<file path="src/rtl/lcd_hex_ctrl_if.sv">
// lcd_hex_ctrl_if
// Display path between the debug display-select mux and the board LCD pins.
//   data       : 32-bit value to display (driven by the mux side)
//   lcd_e      : LCD enable strobe
//   lcd_rs     : 0 = command byte, 1 = character byte
//   lcd_rw     : read/write select, always write (0)
//   lcd_db     : 8-bit LCD data bus
//   busy       : controller is not idle
//   frame_done : one-cycle pulse when a display frame has been written
// master = the LCD controller, slave = the mux / LCD side.
interface lcd_hex_ctrl_if;
  logic [31:0] data;
  logic        lcd_e;
  logic        lcd_rs;
  logic        lcd_rw;
  logic [7:0]  lcd_db;
  logic        busy;
  logic        frame_done;

  modport master (
    input  data,
    output lcd_e, lcd_rs, lcd_rw, lcd_db, busy, frame_done
  );

  modport slave (
    output data,
    input  lcd_e, lcd_rs, lcd_rw, lcd_db, busy, frame_done
  );
endinterface

</file>
<file path="src/rtl/lcd_hex_ctrl.sv">
// lcd_hex_ctrl
// HD44780-compatible character LCD controller (8-bit mode, write-only).
// After reset it waits T_PWRUP cycles, sends the init commands
// 0x38 0x0C 0x06 0x01, then writes the 32-bit input value as eight
// upper-case hex characters at DDRAM address 0. Afterwards it idles and
// rewrites the line only when the input differs from the last shown value.
// Ports:
//   clk_i  : system clock, rising edge
//   rst_i  : synchronous active-high reset
//   lcd_io : lcd_hex_ctrl_if.master (data in; LCD pins, busy, frame_done out)
//
// state   | meaning
// --------+---------------------------------------------------------------
// S_PWRUP | power-up delay, bus idle
// S_SETUP | one cycle: RS/DB driven, E low
// S_PULSE | E high for T_EN cycles
// S_WAIT  | E low for T_CMD cycles (T_CLR after the clear command)
// S_IDLE  | frame shown; watching data for a change
//
// Byte index: 0..3 init commands, 4 = set DDRAM address 0, 5..12 characters.
module lcd_hex_ctrl #(
  parameter int T_PWRUP = 750000,
  parameter int T_EN    = 12,
  parameter int T_CMD   = 2500,
  parameter int T_CLR   = 82000
) (
  input  logic                  clk_i,
  input  logic                  rst_i,
  lcd_hex_ctrl_if.master        lcd_io
);

  localparam int MAX_A   = (T_PWRUP > T_CLR) ? T_PWRUP : T_CLR;
  localparam int MAX_B   = (T_CMD > T_EN) ? T_CMD : T_EN;
  localparam int CNT_MAX = (MAX_A > MAX_B) ? MAX_A : MAX_B;
  localparam int CW      = $clog2(CNT_MAX + 1);

  localparam logic [3:0] IDX_CLR  = 4'd3;
  localparam logic [3:0] IDX_ADDR = 4'd4;
  localparam logic [3:0] IDX_LAST = 4'd12;

  typedef enum logic [2:0] {
    S_PWRUP,
    S_SETUP,
    S_PULSE,
    S_WAIT,
    S_IDLE
  } state_t;

  state_t      state_q, state_d;
  logic [CW-1:0] cnt_q, cnt_d;
  logic [3:0]  idx_q, idx_d;
  logic [31:0] snap_q, snap_d;
  logic        rs_q, rs_d;
  logic [7:0]  db_q, db_d;
  logic        fd_q, fd_d;

  function automatic logic [7:0] hex_char(input logic [3:0] n);
    return (n < 4'd10) ? (8'h30 + {4'h0, n}) : (8'h37 + {4'h0, n});
  endfunction

  // Byte for a given index; characters take the snapshot MS nibble first.
  function automatic logic [7:0] byte_for(input logic [3:0] idx, input logic [31:0] snap);
    logic [2:0]  pos;
    logic [7:0]  b;
    pos = 3'(4'd12 - idx);
    case (idx)
      4'd0:    b = 8'h38;
      4'd1:    b = 8'h0C;
      4'd2:    b = 8'h06;
      4'd3:    b = 8'h01;
      4'd4:    b = 8'h80;
      default: b = hex_char(snap[{pos, 2'b00} +: 4]);
    endcase
    return b;
  endfunction

  always_ff @(posedge clk_i) begin
    if (rst_i) begin
      state_q <= S_PWRUP;
      cnt_q   <= CW'(T_PWRUP);
      idx_q   <= 4'd0;
      snap_q  <= 32'h0;
      rs_q    <= 1'b0;
      db_q    <= 8'h00;
      fd_q    <= 1'b0;
    end else begin
      state_q <= state_d;
      cnt_q   <= cnt_d;
      idx_q   <= idx_d;
      snap_q  <= snap_d;
      rs_q    <= rs_d;
      db_q    <= db_d;
      fd_q    <= fd_d;
    end
  end

  always_comb begin
    state_d = state_q;
    cnt_d   = cnt_q;
    idx_d   = idx_q;
    snap_d  = snap_q;
    rs_d    = rs_q;
    db_d    = db_q;
    fd_d    = 1'b0;
    unique case (state_q)
      S_PWRUP: begin
        if (cnt_q == '0) begin
          state_d = S_SETUP;
          idx_d   = 4'd0;
        end else begin
          cnt_d = cnt_q - 1'b1;
        end
      end
      S_SETUP: begin
        state_d = S_PULSE;
        cnt_d   = CW'(T_EN - 1);
        if (idx_q == IDX_ADDR) snap_d = lcd_io.data;
      end
      S_PULSE: begin
        if (cnt_q == '0) begin
          state_d = S_WAIT;
          cnt_d   = (idx_q == IDX_CLR) ? CW'(T_CLR - 1) : CW'(T_CMD - 1);
        end else begin
          cnt_d = cnt_q - 1'b1;
        end
      end
      S_WAIT: begin
        if (cnt_q == '0) begin
          if (idx_q == IDX_LAST) begin
            state_d = S_IDLE;
            fd_d    = 1'b1;
          end else begin
            // The clear command rolls straight into the first frame.
            state_d = S_SETUP;
            idx_d   = idx_q + 4'd1;
          end
        end else begin
          cnt_d = cnt_q - 1'b1;
        end
      end
      S_IDLE: begin
        if (lcd_io.data != snap_q) begin
          state_d = S_SETUP;
          idx_d   = IDX_ADDR;
        end
      end
      default: state_d = S_PWRUP;
    endcase

    // RS/DB are registered on SETUP entry and held through PULSE and WAIT.
    if (state_d == S_SETUP) begin
      rs_d = (idx_d > IDX_ADDR);
      db_d = byte_for(idx_d, snap_q);
    end
  end

  always_comb begin
    lcd_io.lcd_e      = (state_q == S_PULSE);
    lcd_io.lcd_rs     = rs_q;
    lcd_io.lcd_rw     = 1'b0;
    lcd_io.lcd_db     = db_q;
    lcd_io.busy       = (state_q != S_IDLE);
    lcd_io.frame_done = fd_q;
  end

endmodule

</file>
<file path="src/flat_wrapper.sv">
// flat-port wrapper written by rule: the top's interface ports become plain ports
module lcd_hex_ctrl_flat 
#(
  parameter int T_PWRUP = 750000,
  parameter int T_EN    = 12,
  parameter int T_CMD   = 2500,
  parameter int T_CLR   = 82000
)
  (clk_i, rst_i, lcd_io_data, lcd_io_lcd_e, lcd_io_lcd_rs, lcd_io_lcd_rw, lcd_io_lcd_db, lcd_io_busy, lcd_io_frame_done);
  lcd_hex_ctrl_if lcd_io_i ();
  input  logic clk_i;
  input  logic rst_i;
  input wire logic [$bits(lcd_io_i.data)-1:0] lcd_io_data;
  output wire logic [$bits(lcd_io_i.lcd_e)-1:0] lcd_io_lcd_e;
  output wire logic [$bits(lcd_io_i.lcd_rs)-1:0] lcd_io_lcd_rs;
  output wire logic [$bits(lcd_io_i.lcd_rw)-1:0] lcd_io_lcd_rw;
  output wire logic [$bits(lcd_io_i.lcd_db)-1:0] lcd_io_lcd_db;
  output wire logic [$bits(lcd_io_i.busy)-1:0] lcd_io_busy;
  output wire logic [$bits(lcd_io_i.frame_done)-1:0] lcd_io_frame_done;
  assign lcd_io_i.data = lcd_io_data;
  assign lcd_io_lcd_e = lcd_io_i.lcd_e;
  assign lcd_io_lcd_rs = lcd_io_i.lcd_rs;
  assign lcd_io_lcd_rw = lcd_io_i.lcd_rw;
  assign lcd_io_lcd_db = lcd_io_i.lcd_db;
  assign lcd_io_busy = lcd_io_i.busy;
  assign lcd_io_frame_done = lcd_io_i.frame_done;
  lcd_hex_ctrl #(.T_PWRUP(T_PWRUP), .T_EN(T_EN), .T_CMD(T_CMD), .T_CLR(T_CLR)) u_core (.clk_i(clk_i), .rst_i(rst_i), .lcd_io(lcd_io_i));
endmodule
</file>
<file path="config.mk">
export PLATFORM = sky130hd
export DESIGN_NAME = lcd_hex_ctrl_flat
export DESIGN_NICKNAME = d
export VERILOG_FILES = /design/src/rtl/lcd_hex_ctrl_if.sv /design/src/rtl/lcd_hex_ctrl.sv /design/src/flat_wrapper.sv
export SDC_FILE = /design/constraint.sdc
export NUM_CORES = 1
export LEC_CHECK = 0
export CAP_MARGIN = 20
export CORE_AREA = 8 8 93 95
export CTS_CLUSTER_SIZE = 14
export DETAILED_ROUTE_END_ITERATION = 6
export DIE_AREA = 0 0 101 103
export PLACE_DENSITY = 0.78
export SYNTH_ARGS = -nofsm -noshare
export SYNTH_HDL_FRONTEND = slang
export SYNTH_SLANG_ARGS = --single-unit
</file>
<file path="constraint.sdc">
create_clock -name clk_i -period 4.9 [get_ports clk_i]
set_input_delay 1.225 -clock clk_i [delete_from_list [all_inputs] [get_ports clk_i]]
set_output_delay 1.225 -clock clk_i [all_outputs]
set_load 0.02 [all_outputs]
</file>
Yosys cells after proc, flatten, opt, wreduce, memory -nomap -nowiden
Index checks and enable logic that the tools add are counted.
{"block": "totals", "memories": 0, "in_bits": 34, "latch_bits": 0, "ramBits": 0, "mem_bits_ro": 0, "ff_bits": 69, "wordCells": 58, "out_inout_bits": 13}
{"block": "op_classes", "bitwise": 2, "n_reduce_logical": 8, "n_lt_le_gt_ge": 2, "n_shift": 1, "mul": 0, "n_addsub": 5, "muxes": 18, "n_eq_ne": 15, "div": 0}
{"op": "$pmux 20 s3", "count": 1}
{"op": "$mux 20", "count": 2}
{"op": "$pmux 8 s5", "count": 1}
{"op": "$ne 32x32->1", "count": 1}
{"op": "$shiftx 32x6->4", "count": 1}
{"op": "$logic_not 20->1", "count": 1}
{"op": "$sub 20x1->20 const B", "count": 1}
{"op": "$mux 17", "count": 1}
{"op": "$mux 4", "count": 4}
{"op": "$mux 3", "count": 5}
{"op": "$pmux 3 s5", "count": 1}
{"op": "$add 6x4->7 const A", "count": 2}
{"op": "$eq 4x2->1 const B", "count": 3}
{"op": "$pmux 4 s3", "count": 1}
{"op": "$eq 4x3->1 const B", "count": 2}
{"op": "$mux 8", "count": 1}
{"op": "$eq 3x1->1 const B", "count": 2}
{"op": "$eq 3x2->1 const B", "count": 2}
{"op": "$add 4x1->4 const B", "count": 1}
{"op": "$eq 4x1->1 const B", "count": 1}
{"op": "$eq 4x4->1 const B", "count": 1}
{"op": "$gt 4x3->1 const B", "count": 1}
{"op": "$logic_not 4->1", "count": 1}
{"op": "$lt 4x4->1 const B", "count": 1}
{"op": "other kinds (11)", "count": 13}

Longest topological paths before layout
{"block": "depth", "word_depth": 9, "mapped_depth": 17, "depth_no_buf": 16}

Least setup slack after synthesis
No wires, ideal clock.
{"block": "synth_path", "path_kind": "in2reg", "start": "input lcd_io_data[26]", "end": "register u_core.db_q[2] (netlist: u_core.lcd_io.lcd_db[2])", "setup_slack_ns": 0.646, "required_time_ns": 4.841, "path_stages": 14, "t_arrival_ns": 4.195, "n_path_buf": 1, "setup_ns": 0.059, "cell_sequence": "xor2_1 nor4_1 nand4_1 o21bai_1 a21boi_1 a32oi_1 ha_1 clkbuf_1 mux4_2 mux2i_1 ha_1 or4_1 o221ai_1 a31o_1"}
{"block": "synth_between", "elab_chain_len": 8, "elab_cells_between_ends": 18, "classes_between": "3 x add/sub; 1 x order compare; 6 x eq/ne; 1 x shift; 6 x mux; 1 x reduce/logical"}
{"item": "start: declaration", "line_no": "flat_wrapper.sv:13", "text": "input wire logic [$bits(lcd_io_i.data)-1:0] lcd_io_data;"}
{"item": "$ne 32x32->1 *", "line_no": "lcd_hex_ctrl.sv:142", "text": "if (lcd_io.data != snap_q) begin"}
{"item": "$mux 4", "line_no": "lcd_hex_ctrl.sv:142"}
{"item": "$pmux 4 s3", "line_no": "lcd_hex_ctrl.sv:105", "text": "unique case (state_q)"}
{"item": "$sub 3x3->3", "line_no": "lcd_hex_ctrl.sv:65", "text": "pos = 3'(4'd12 - idx);"}
{"item": "$shiftx 32x6->4", "line_no": "lcd_hex_ctrl.sv:72", "text": "default: b = hex_char(snap[{pos, 2'b00} +: 4]);"}
{"item": "$add 6x4->7 or $lt 4x4->1 (tied branches)", "line_no": "lcd_hex_ctrl.sv:58", "text": "return (n < 4'd10) ? (8'h30 + {4'h0, n}) : (8'h37 + {4'h0, n});"}
{"item": "$mux 8", "line_no": "lcd_hex_ctrl.sv:58"}
{"item": "$pmux 8 s5", "line_no": "lcd_hex_ctrl.sv:66", "text": "case (idx)"}
{"item": "end signal: assignment", "line_no": "lcd_hex_ctrl.sv:84", "text": "db_q <= 8'h00;"}
{"item": "end signal: assignment", "line_no": "lcd_hex_ctrl.sv:92", "text": "db_q <= db_d;"}
{"item": "end: declaration", "line_no": "lcd_hex_ctrl.sv:54", "text": "logic [7:0] db_q, db_d;"}
Mark *: on every way between the ends. The rest lies on a longest branch, timed or not.
A chain may end at the register's enable or synchronous reset.

Final worst setup path
{"block": "layout_path", "start": "input lcd_io_data[21]", "end": "register u_core.db_q[2] (netlist: u_core.lcd_io.lcd_db[2])"}
Same word-level chain as after synthesis.

==> impl_metrics.json <==
{
  "swShare_pct": 21.9,
  "synth_top_family_by_area": "simple AND/OR/NAND/NOR gates",
  "start_util_pct": 54.6,
  "antenna_found_initial": 0,
  "crit_arrival_ps": 4820,
  "cts_tree": "yes",
  "n_antenna_cell": 0,
  "holdWs_ps": 487,
  "synth_compound_area_share_pct": 18.3,
  "io_pins": 47,
  "fin_setup_tns_ps": 0,
  "ff_latch_area_sq_um": 1380,
  "ys_seq_elements": 69,
  "hpwl_um": 7350,
  "fp.coreArea_sq_um": 7140,
  "synth-edff-count": 0,
  "cts-buffers-inserted": 9,
  "final-setup-viol-count": 0,
  "grt_usage_pct": 20.1,
  "clock_sinks": 69,
  "grt_pass1_vias": 3486,
  "fp.dieW_um": 101,
  "critical_path.top_delay_family": "simple AND/OR/NAND/NOR gates",
  "layout-drive-gt1-share_pct": 9.13,
  "synthAdderAreaFrac_pct": 2.89,
  "via_count": 3678,
  "cap_violations": 0,
  "dpl-instance-area_sq_um": 4470,
  "p_clk_share_pct": 46.8,
  "syn_area_per_cell_sq_um": 8.17,
  "grt-ovfl-total": 0,
  "grt_pass1_wl_um": 16500,
  "slew_violations": 0,
  "synth-simple-area-share_pct": 24.4,
  "die_y_um": 103,
  "critPathRequiredTime_ps": 5190,
  "fin_crit_sh_pct": 92.5,
  "grt_max_degree": 58,
  "io_buffer_count": 45,
  "synthFlopType": "dfxtp_1",
  "cp_max_fo": 8,
  "yosysUniqueCellTypes": 67,
  "viasPerCell": 5.88,
  "cts.root.buffer_cell": "clkbuf_8",
  "slowest_delay_ps": 510,
  "max_slew_margin_pct": 42.9,
  "drt_iter0_markers": 215,
  "place.gp.congestion": 0.882,
  "crit_type": "primary input to flop",
  "yosysWarnings": 0,
  "outcome": "complete, no violations",
  "area_delta_synth_final_pct": 20.8,
  "dp_slack_ps": 8.24,
  "crit_path_top_delay_cell": "ha_1",
  "leakagePower_nw": 1.72,
  "synth.cell_area_sq_um": 3890,
  "post-route-worst-setup-slack_ps": 366,
  "fmax_ghz": 0.221,
  "clkTransAtPathRegs_ps": 70,
  "cts_resized": 0,
  "fin_skew_ps": 10.9,
  "fin_nets": 564,
  "post_cts_buffers": 0,
  "clockBufferDepth": 2,
  "ys_seq_area_share_pct": 35.5,
  "async_reset_ff_share_pct": 0,
  "path_buf_inv": 1,
  "dr.pass1.iters": 5,
  "power_density_nw_per_um2": 262,
  "synthesis.nets": 520,
  "synth_mux_area_share_pct": 5.59,
  "hold_class": "flop to flop",
  "cp-end-kind": "flop",
  "finalCoreUtilization_pct": 65.9,
  "syn_inst": 477,
  "wire_per_inst_um": 16.1,
  "multiInputGateArea_sq_um": 2370,
  "combPwrFrac_pct": 6.6,
  "synth_xor_area_share_pct": 9.64,
  "start_kind": "primary input",
  "hold_viol_final": 0,
  "ant_nets": 0,
  "p_sw_uw": 270,
  "internal_power_uw": 962,
  "final_area_sq_um": 4710,
  "fillerInstances": 618,
  "cpMostUsedCell": "ha_1",
  "worstMarginPinSlew_ps": 856,
  "rows": 31,
  "post-route-min-period_ps": 4530,
  "crit_path_cell_trace": "clkdlybuf4s50_1, xor2_1, nor4_1, nand4_1, o21bai_1, a21boi_1, a32oi_1, ha_1, mux4_2, mux2i_1, ha_1, or4_1, o221ai_1, a31o_1",
  "drc": 0,
  "irDropWorstVdd_v": 0.000156,
  "clk_latency_ps": 350,
  "cts_max_level": 3,
  "grt_setup_unrepaired": "false",
  "cts_hold_buf": 0,
  "die-area_sq_um": 10400,
  "totalWireLength_um": 10100,
  "pwr-share-seq_pct": 46.7
}
## layout make-up
class | instances | share of cell area [%]
Multi-Input combinational cell | 374 | 50.5
Clock inverter | 4 | 2.02
Timing Repair Buffer | 57 | 11.6
Tap cell | 99 | 2.63
Sequential cell | 69 | 29.4
Clock buffer | 12 | 3.08
Inverter | 10 | 0.798
## cell families (layout without fill, tap and decap cells)
kind of cell / count (synthesis) / in the layout
AND/OR/NAND/NOR: 198 / 198
buffers and inverters: 34 / 83
multiplexers: 11 / 11
adder cells (fa/ha/maj): 9 / 9
flip-flops: 69 / 69
other: 1 / 1
AO/OA/AOI/OAI: 113 / 113
XOR/XNOR: 42 / 42
## power groups by stage
stage	sequential [mW]	combinational (mW)	clock [mW]
final	0.575	0.0808	0.577
after global routing	0.576	0.0887	0.602
after CTS	0.575	0.0810	0.575
after detailed placement	0.587	0.0803	0
after global placement	0.587	0.0788	0
after floorplan	0.586	0.0395	0
## cells in the final DEF, fill, tap and decap left out, drive strengths merged, types with 5 or more instances in the layout
master,synthesis,final
nor3,13,13
nor2,36,36
xor2,36,36
buf,5,13
o21ai,25,25
ha,9,9
a21oi,43,43
nand2,89,89
nor4,15,15
o21a,5,5
xnor2,6,6
mux4,8,8
dfxtp,69,69
nand2b,7,7
clkbuf,19,12
clkdlybuf4s50,0,44
inv,10,10
nand3,10,10
## worst reg2reg max path, delay by kind of cell, from the launching register on
family                     cells  cell delay [ps]
adders and majority gates      1              200
buffers and inverters          3              400
DFF                            1              380
AOI/OAI and AO/OA              5              930
and+or+nand+nor                5             1880
## sequential cells by signal, summed over array words and instances, names as in the netlist
name                      flops
u_core.lcd_io.lcd_rs          1
u_core.idx_q                  4
u_core.cnt_q                 20
u_core.snap_q                32
u_core.state_q                3
u_core.lcd_io.lcd_db          8
u_core.lcd_io.frame_done      1
## per-layer routing
layer / wire length [um] / global-route usage, % / vias up / share of wire [%]
met5: 0 / 0 / - / 0
met3: 590 / 3.78 / 27 / 5.9
met4: 293 / 10.4 / 0 / 2.9
met2: 4800 / 33.3 / 158 / 48
li1: - / - / 1787 / -
met1: 4390 / 24.3 / 1706 / 44
## worst paths after layout
kind	startpoint	to	cells past startpoint	slack, ps
max	lcd_io_data[21]	u_core.lcd_io.lcd_db[2]$_SDFFE_PP0N_	14	370
min	u_core.lcd_io.lcd_rs$_SDFFE_PP0N_	u_core.lcd_io.lcd_rs$_SDFFE_PP0N_	2	490
max reg2reg	u_core.cnt_q[12]$_SDFFE_PP1P_	u_core.lcd_io.lcd_db[3]$_SDFFE_PP0N_	14	1020
min reg2reg	u_core.lcd_io.lcd_rs$_SDFFE_PP0N_	u_core.lcd_io.lcd_rs$_SDFFE_PP0N_	2	490
## per-stage QoR
step,std cells,power (mW)
floorplan,477,0.626
global placement,609,0.666
detailed placement,609,0.668
CTS,625,1.23
global route,625,1.27
finish,625,1.23
## cell usage after synthesis (9+ instances only)
cell type  count  area share, %
a21oi_1       43            5.5
clkbuf_1      19            1.8
dfxtp_1       69             35
ha_1           9            2.9
inv_1          9           0.87
nand2_1       88            8.5
nand3_1       10            1.3
nor2_1        34            3.3
nor3_1        13            1.7
nor4_1        14            2.2
o21ai_0       22            2.8
xor2_1        36            8.1
Power figures use the tool's default switching activity.
==> RTL change: new RTL, same settings <==
Encoding of `state_t`: now one-hot (5 bits for 5 states).
--- a/src/rtl/lcd_hex_ctrl.sv
+++ b/src/rtl/lcd_hex_ctrl.sv
@@ -40,8 +40,8 @@
 
-  typedef enum logic [2:0] {
-    S_PWRUP,
-    S_SETUP,
-    S_PULSE,
-    S_WAIT,
-    S_IDLE
+  typedef enum logic [4:0] {
+    S_PWRUP = 5'b00001,
+    S_SETUP = 5'b00010,
+    S_PULSE = 5'b00100,
+    S_WAIT  = 5'b01000,
+    S_IDLE  = 5'b10000
   } state_t;
Behaviour: no difference found for any inputs over 10 cycles, from zero or initial values and one cycle with rst_i high; not proved beyond that.
==> RTL change against the unedited design <==
  * Clock skew decreased by 0.0024 ns
  * Synthesized area increased by 3.7%
  * Critical path depth increased by 5
  * Routed wire length increased by 2.6%
  * Sequential cell count increased by 2
  * Via count decreased by 4.2%
  * Setup slack got worse by 0.31 ns
  * Power decreased by 0.84%
  * Cell area increased by 8.4%
==> RTL change: results (changes against the unedited design) <==
Placed design
  • Final HPWL DP: 7730 um (+5.2%)
  • Setup slack at placement: -0.6737 ns (-0.6820 ns)

Detailed routing
  • Drt pass-1 iters: 4 (-1)
  • Vias: 3522 (-4.2%)
  • Met1 WL: 4088 um (-6.9%)
  • Met2 WL: 5578 um (+16%)
  • Drt wl/cell: 16.52 um (+2.4%)
  • WL final: 10340 um (+2.6%)

Global route
  • Met2 usage: 0.3856 (+0.05298)
  • Gr usage total: 0.2037 (+0.002976)
  • Pin count of the biggest net entering global routing: 38 (-34%)
  • Met3 GRT Util: 0.05064 (+0.01283)
  • Number of global-route vias before repair: 3563 (+2.2%)
  • First-pass GRT wire length: 16620 um (+0.67%)

Synth
  • Post-synthesis mux area share: 0.1471 (+0.09121)
  • Post-Synthesis Cells: 451 (-5.5%)
  • Synth Area in XOR/XNOR: 0.09322 (-0.003152)
  • Top post-synthesis cells by count: 71 x dfxtp_1, 66 x nor2_1, 40 x mux2i_1, 40 x xnor2_1, 23 x a21oi_1
  • Adder-Cell Fraction of Synth Area: 0.02478 (-0.004136)

Power
  • Power of the sequential group: 597 uW (+3.8%)
  • Worst vdd ir: 0.0001268 V (-19%)
  • P_sw: 293.6 uW (+8.7%)

Critical path
  • CP Max Fanout: 5 (-3)
  • Delay-heaviest family, CP: compound AO/OA/AOI/OAI gates
  • R2R Setup Slk: 0.27 ns (-0.75 ns)
  • RR Startpoint: u_core.cnt_q[7]$_SDFFE_PP1P_
  • Worst Reg-to-Reg Cells: 17 (+3)

Status
  • Status: complete, no violations

STA
  • Slew at the pin with the worst max-slew slack: 0.8065 ns (-0.04975 ns)

Min path
  • Hold path endpoint: u_core.lcd_io.lcd_db[6]$_SDFFE_PP0N_
## RTL change: area by class of cell
cell class,count,area (sq um)
clock inverter,6,92.59
clock buffer,10,137.6
multi-input combinational,345,2640
timing repair buffer,82,636.9
fill,592,2036
sequential,71,1421
tap,99,123.9
inverter,13,48.80
## RTL change: worst max-delay path by stage
stage	from	to	cells after the start
2_1_floorplan	lcd_io_data[27]	u_core.lcd_io.lcd_db[2]$_SDFFE_PP0N_	18
3_3_place_gp	lcd_io_data[31]	u_core.lcd_io.lcd_db[2]$_SDFFE_PP0N_	19
3_5_place_dp	lcd_io_data[28]	u_core.lcd_io.lcd_db[2]$_SDFFE_PP0N_	19
4_1_cts	lcd_io_data[29]	u_core.lcd_io.lcd_db[2]$_SDFFE_PP0N_	19
5_1_grt	lcd_io_data[28]	u_core.lcd_io.lcd_db[2]$_SDFFE_PP0N_	19
6_report	lcd_io_data[31]	u_core.lcd_io.lcd_db[2]$_SDFFE_PP0N_	19
